<file path="config.mk">
export PLATFORM = sky130hd
export DESIGN_NAME = sdfa_setup_loader
export DESIGN_NICKNAME = d
export VERILOG_FILES = /design/src/rtl/sdfa_setup_loader.sv
export SDC_FILE = /design/constraint.sdc
export NUM_CORES = 1
export LEC_CHECK = 0
export BUFFER_PORTS_ARGS = -buffer_cell sky130_fd_sc_hd__buf_2
export CAP_MARGIN = 20
export CORE_MARGIN = 2
export CORE_UTILIZATION = 42
export CTS_BUF_LIST = sky130_fd_sc_hd__clkbuf_16
export DETAILED_ROUTE_END_ITERATION = 10
export PLACE_DENSITY = 0.6
export SLEW_MARGIN = 20
export SYNTH_ARGS = -nofsm -noshare
export SYNTH_HDL_FRONTEND = slang
export SYNTH_SLANG_ARGS = --single-unit
</file>
<file path="constraint.sdc">
create_clock -name clk -period 19.6 [get_ports clk]
set_clock_uncertainty 0.15 [all_clocks]
set_input_delay 1.96 -clock clk [delete_from_list [all_inputs] [get_ports clk]]
set_output_delay 1.96 -clock clk [all_outputs]
set_load 0.01 [all_outputs]
</file>
<file path="src/rtl/sdfa_setup_loader.sv">
// Setup table for sdfa_master: loaded by the host through a write port and
// streamed out one entry per cycle on each rising edge of setup_request.
module sdfa_setup_loader #(
  parameter int unsigned BLOCK_NUM      = 8,
  parameter int unsigned ADDR_WIDTH     = 3,
  parameter int unsigned BLOCK_ID_WIDTH = 33
) (
  input  logic                      clk,
  input  logic                      rst,
  input  logic                      cfg_wr_en,
  input  logic [ADDR_WIDTH-1:0]     cfg_wr_idx,
  input  logic [1:0]                cfg_wr_sel,
  input  logic [BLOCK_ID_WIDTH-1:0] cfg_wr_data,
  input  logic                      cfg_commit,
  output logic                      cfg_armed,
  input  logic                      setup_request,
  output logic                      setup_valid,
  output logic [BLOCK_ID_WIDTH-1:0] BLOCK_ID_INPUT,
  output logic [ADDR_WIDTH-1:0]     BLOCK_NUM_PER_LAYER_INPUT,
  output logic [BLOCK_NUM-1:0]      READ_BLOCK_INPUT,
  output logic                      setup_done,
  output logic                      setup_err
);

  localparam logic [ADDR_WIDTH-1:0] LAST_IDX = ADDR_WIDTH'(BLOCK_NUM - 1);

  typedef enum logic [1:0] {
    IDLE   = 2'd0,
    ARMED  = 2'd1,
    STREAM = 2'd2
  } state_t;

  state_t                    state;
  logic [BLOCK_ID_WIDTH-1:0] id_tab  [BLOCK_NUM];
  logic [ADDR_WIDTH-1:0]     num_tab [BLOCK_NUM];
  logic [BLOCK_NUM-1:0]      rd_tab  [BLOCK_NUM];

  logic                      req_q;
  logic [ADDR_WIDTH-1:0]     idx;
  logic [ADDR_WIDTH-1:0]     idx_nxt_c;
  logic                      req_edge_c;
  logic                      wr_acc_c;
  logic                      start_c;
  logic [BLOCK_ID_WIDTH-1:0] id0_c;
  logic [ADDR_WIDTH-1:0]     num0_c;
  logic [BLOCK_NUM-1:0]      rd0_c;

  assign req_edge_c = setup_request & ~req_q;
  assign wr_acc_c   = cfg_wr_en && (state != STREAM) && (cfg_wr_sel != 2'd3);
  assign start_c    = req_edge_c && (state != STREAM) &&
                      (cfg_commit || ((state == ARMED) && !wr_acc_c));
  assign idx_nxt_c  = idx + ADDR_WIDTH'(1);

  // Entry 0 with a same-cycle write forwarded, so write+commit+request streams the new value
  always_comb begin
    id0_c  = id_tab[0];
    num0_c = num_tab[0];
    rd0_c  = rd_tab[0];
    if (wr_acc_c && (cfg_wr_idx == '0)) begin
      case (cfg_wr_sel)
        2'd0:    id0_c  = cfg_wr_data;
        2'd1:    num0_c = cfg_wr_data[ADDR_WIDTH-1:0];
        2'd2:    rd0_c  = cfg_wr_data[BLOCK_NUM-1:0];
        default: ;
      endcase
    end
  end

  // Table storage; frozen while streaming
  always_ff @(posedge clk or posedge rst) begin
    if (rst) begin
      for (int i = 0; i < BLOCK_NUM; i++) begin
        id_tab[i]  <= '0;
        num_tab[i] <= '0;
        rd_tab[i]  <= '0;
      end
    end else if (wr_acc_c) begin
      case (cfg_wr_sel)
        2'd0:    id_tab[cfg_wr_idx]  <= cfg_wr_data;
        2'd1:    num_tab[cfg_wr_idx] <= cfg_wr_data[ADDR_WIDTH-1:0];
        2'd2:    rd_tab[cfg_wr_idx]  <= cfg_wr_data[BLOCK_NUM-1:0];
        default: ;
      endcase
    end
  end

  always_ff @(posedge clk or posedge rst) begin
    if (rst) begin
      state                     <= IDLE;
      req_q                     <= 1'b0;
      idx                       <= '0;
      cfg_armed                 <= 1'b0;
      setup_valid               <= 1'b0;
      BLOCK_ID_INPUT            <= '0;
      BLOCK_NUM_PER_LAYER_INPUT <= '0;
      READ_BLOCK_INPUT          <= '0;
      setup_done                <= 1'b0;
      setup_err                 <= 1'b0;
    end else begin
      req_q      <= setup_request;
      setup_done <= 1'b0;
      setup_err  <= 1'b0;
      case (state)
        STREAM: begin
          if (idx == LAST_IDX) begin
            state                     <= ARMED;
            idx                       <= '0;
            cfg_armed                 <= 1'b1;
            setup_valid               <= 1'b0;
            BLOCK_ID_INPUT            <= '0;
            BLOCK_NUM_PER_LAYER_INPUT <= '0;
            READ_BLOCK_INPUT          <= '0;
            setup_done                <= 1'b1;
          end else begin
            idx                       <= idx_nxt_c;
            BLOCK_ID_INPUT            <= id_tab[idx_nxt_c];
            BLOCK_NUM_PER_LAYER_INPUT <= num_tab[idx_nxt_c];
            READ_BLOCK_INPUT          <= rd_tab[idx_nxt_c];
          end
        end
        default: begin
          if (start_c) begin
            state                     <= STREAM;
            idx                       <= '0;
            cfg_armed                 <= 1'b0;
            setup_valid               <= 1'b1;
            BLOCK_ID_INPUT            <= id0_c;
            BLOCK_NUM_PER_LAYER_INPUT <= num0_c;
            READ_BLOCK_INPUT          <= rd0_c;
          end else begin
            if (req_edge_c) setup_err <= 1'b1;
            if (cfg_commit) begin
              state     <= ARMED;
              cfg_armed <= 1'b1;
            end else if (wr_acc_c) begin
              state     <= IDLE;
              cfg_armed <= 1'b0;
            end
          end
        end
      endcase
    end
  end

endmodule

</file>
==> results.tsv <==
metric	value	unit
status	finished clean	
Syn Nets	1236	
Antenna Diode Count	0	
Slew headroom	0.232	
Util after Layout	0.480	
Final Hold Viols	0	
CTS tree	built	
Clock power frac	0.280	
largest family of logic cells by synthesized area	multiplexers	
Post-Synthesis Cells	1191	
Initial Utilization	0.427	
Synth Area in Simple Gates	0.0230	
combinational share of power	0.265	
crit path capture type	flop	
most frequent cells in the layout	dfrtp_1, mux2_2, inv_1	
I/O Buffers	90	
Synth Area per Inst	15.2	um2
Clock Path Buffers	3	
vias in the first global route	11100	
peak supply drop	0.0000664	V
FF-to-FF path depth	7	
worst hold start	id_tab[134]$_DFFE_PP0P_	
worst skew pair latency	0.56	ns
FP Rows	75	
antenna violations before repair	3	
Post-Synth XOR/XNOR Area	0	
Max Cap Viol	0	
Reg power frac	0.455	
Post-Synth Adder-Cell Area	0.00139	
Clock Sinks	405	
Synth Warn #	0	
CP Max Fanout	23	
DR pass1 iterations	4	
Placed Area	19000	um2
Psw	0.779	mW
first-pass GRT wire length	65.3	mm
cts hold-fix bufs	0	
vias	10200	
dpl hpwl	22.6	mm
startpoint types	primary input	
Int Power	1.90	mW
post-synthesis mux area share	0.331	
number of flops mapped to enable cells by yosys	0	
crit path DAT	4.39	ns
Nets	1307	
leakage	9.75	nW
WHS Endpoint	id_tab[134]$_DFFE_PP0P_	
detailed-route wire length per cell	21.9	um
critical path class	in2reg	
Synth async-reset ratio	1.00	
Final setup viols	0	
Setup Buffers After CTS	0	
layout cells sized above 1	0.450	
PD cells	132	nW/um2
# IOs	91	
worst hold path class	reg2reg	
DRT Wirelength	40.1	mm
post-route cell area	20300	um2
Sw Ratio	0.291	
DIE WIDTH	211	um
Fmax	241	MHz
fillcell total	3739	
clk slew on worst S/H paths	0.06	ns
RR Endpoint	READ_BLOCK_INPUT[6]$_DFFE_PP0P_	
Final Critical Period	4.15	ns
DP Worst Slack	14.82	ns
clock root cell	clkbuf_16	
TritonCTS buffer count	44	
final setup margin	15.45	ns
Worst Tran Pin Value	1.15	ns
Seq cells post-synth	405	
gr usage total	0.190	
Seq. cell area	10100	um2
Die ar.	44600	um2
cts repair resizes	0	
largest net degree at the start of global routing	142	
GPL Wtd Cong	0.719	
area of the multi-input gates	7210	um2
Core Region	42200	um2
max-slew violation count	0	
Mapped Area	18000	um2
Die Span Y	211	um
synth-to-layout area growth	12.3	%
Synth cell types	39	
commonest non-fill, non-tap cell in the layout	dfrtp_1	
CTS H-Tree Depth	2	
reg2reg setup slack	15.48	ns
Top FF cell, synth	dfrtp_1	
FF-to-FF Start	idx[0]$_DFFE_PP0P_	
sequential-to-total area share from yosys stat	0.562	
Final ANT Viol Nets	0	
Final TNS setup	0	ns
DRT iter0 DRCs	546	
GR Overflow Total	0	
DR vias/cell	5.56	
RSZ-0062 raised after global routing	false	
Tcrit/Tclk final	0.212	
worst hold stages	1	
WP data required	19.84	ns
post-synthesis compound-gate area fraction	0.0413	
DR DRC count	0	
-- power groups by stage --
stage / Clock (mW) / Sequential [mW] / Combinational (mW)
floorplan: 0 / 1.18 / 0.569
global placement: 0 / 1.23 / 0.705
detailed placement: 0 / 1.24 / 0.723
CTS: 0.774 / 1.22 / 0.725
global route: 0.809 / 1.25 / 0.779
finish: 0.750 / 1.22 / 0.711
-- synth_stat cells, types with 4 or more instances --
cell type,n,share of area
dfrtp_1,405,0.56
mux2_2,313,0.20
inv_1,93,0.019
mux4_2,88,0.11
mux2i_1,44,0.024
o221ai_1,44,0.021
buf_2,39,0.011
a22oi_1,36,0.015
clkbuf_1,30,0.0062
nand2_1,24,0.0050
nand2b_1,7,0.0024
nor2b_1,7,0.0024
buf_1,6,0.0012
nor2_1,5,0.0010
o21ai_0,5,0.0014
buf_6,4,0.0025
-- flip-flops by register name (all words and copies together), names as in the netlist --
register	count
BLOCK_ID_INPUT	33
BLOCK_NUM_PER_LAYER_INPUT	3
READ_BLOCK_INPUT	8
id_tab	264
idx	3
num_tab	24
rd_tab	64
req_q	1
setup_done	1
setup_err	1
setup_valid	1
state	2
-- cell type report --
| cell class | count | share of cell area |
|---|---|---|
| inverters | 93 | 0.0176 |
| flip-flops and latches | 405 | 0.500 |
| clock buffers | 45 | 0.0556 |
| repair buffers | 107 | 0.0295 |
| multi-input cells | 611 | 0.356 |
| well taps | 539 | 0.0333 |
| clock inverters | 31 | 0.00778 |
-- worst max path at each step --
stage | start | cells past startpoint | slack, ns | to
after CTS | idx[0]$_DFFE_PP0P_ | 7 | 15.37 | READ_BLOCK_INPUT[6]$_DFFE_PP0P_
after global routing | rst | 5 | 15.12 | id_tab[146]$_DFFE_PP0P_
after detailed placement | rst | 4 | 14.82 | BLOCK_ID_INPUT[14]$_DFFE_PP0P_
final | cfg_wr_idx[0] | 6 | 15.45 | BLOCK_ID_INPUT[17]$_DFFE_PP0P_
after floorplan | rst | 1 | 6.22 | BLOCK_ID_INPUT[0]$_DFFE_PP0P_
after global placement | rst | 4 | 14.89 | BLOCK_ID_INPUT[14]$_DFFE_PP0P_
-- stage by stage --
stage	power, mW	std cells	hold slack (ns)
finish	2.68	1831	0.333
global route	2.84	1831	0.356
CTS	2.72	1830	0.337
detailed placement	1.96	1754	0.325
global placement	1.93	1754	0.320
floorplan	1.75	1191	0.303
-- worst max-delay path: stages --
cell and delay [ns]:
buf_2 0.12, nor2_1 0.30, nand4_1 0.91, buf_4 0.65, mux2i_1 0.29, o221ai_1 0.14
-- cell families (layout without fill, tap and decap cells) --
kind of cell    Yosys count  after routing
simple gates             67             67
mux                     448            448
compound gates           94             94
fa+ha+maj                 2              2
buf+inv                 175            276
flops                   405            405
-- per-layer routing --
| metal | GRT usage | vias to the layer above | wire [um] |
|---|---|---|---|
| met4 | 0.0444 | 6 | 716 |
| met2 | 0.322 | 142 | 20100 |
| met5 | 0 | - | 39 |
| met1 | 0.253 | 5437 | 17800 |
| li1 | - | 4533 | - |
| met3 | 0.0375 | 61 | 1430 |
Note: power is estimated with default switching activity, not from simulation.
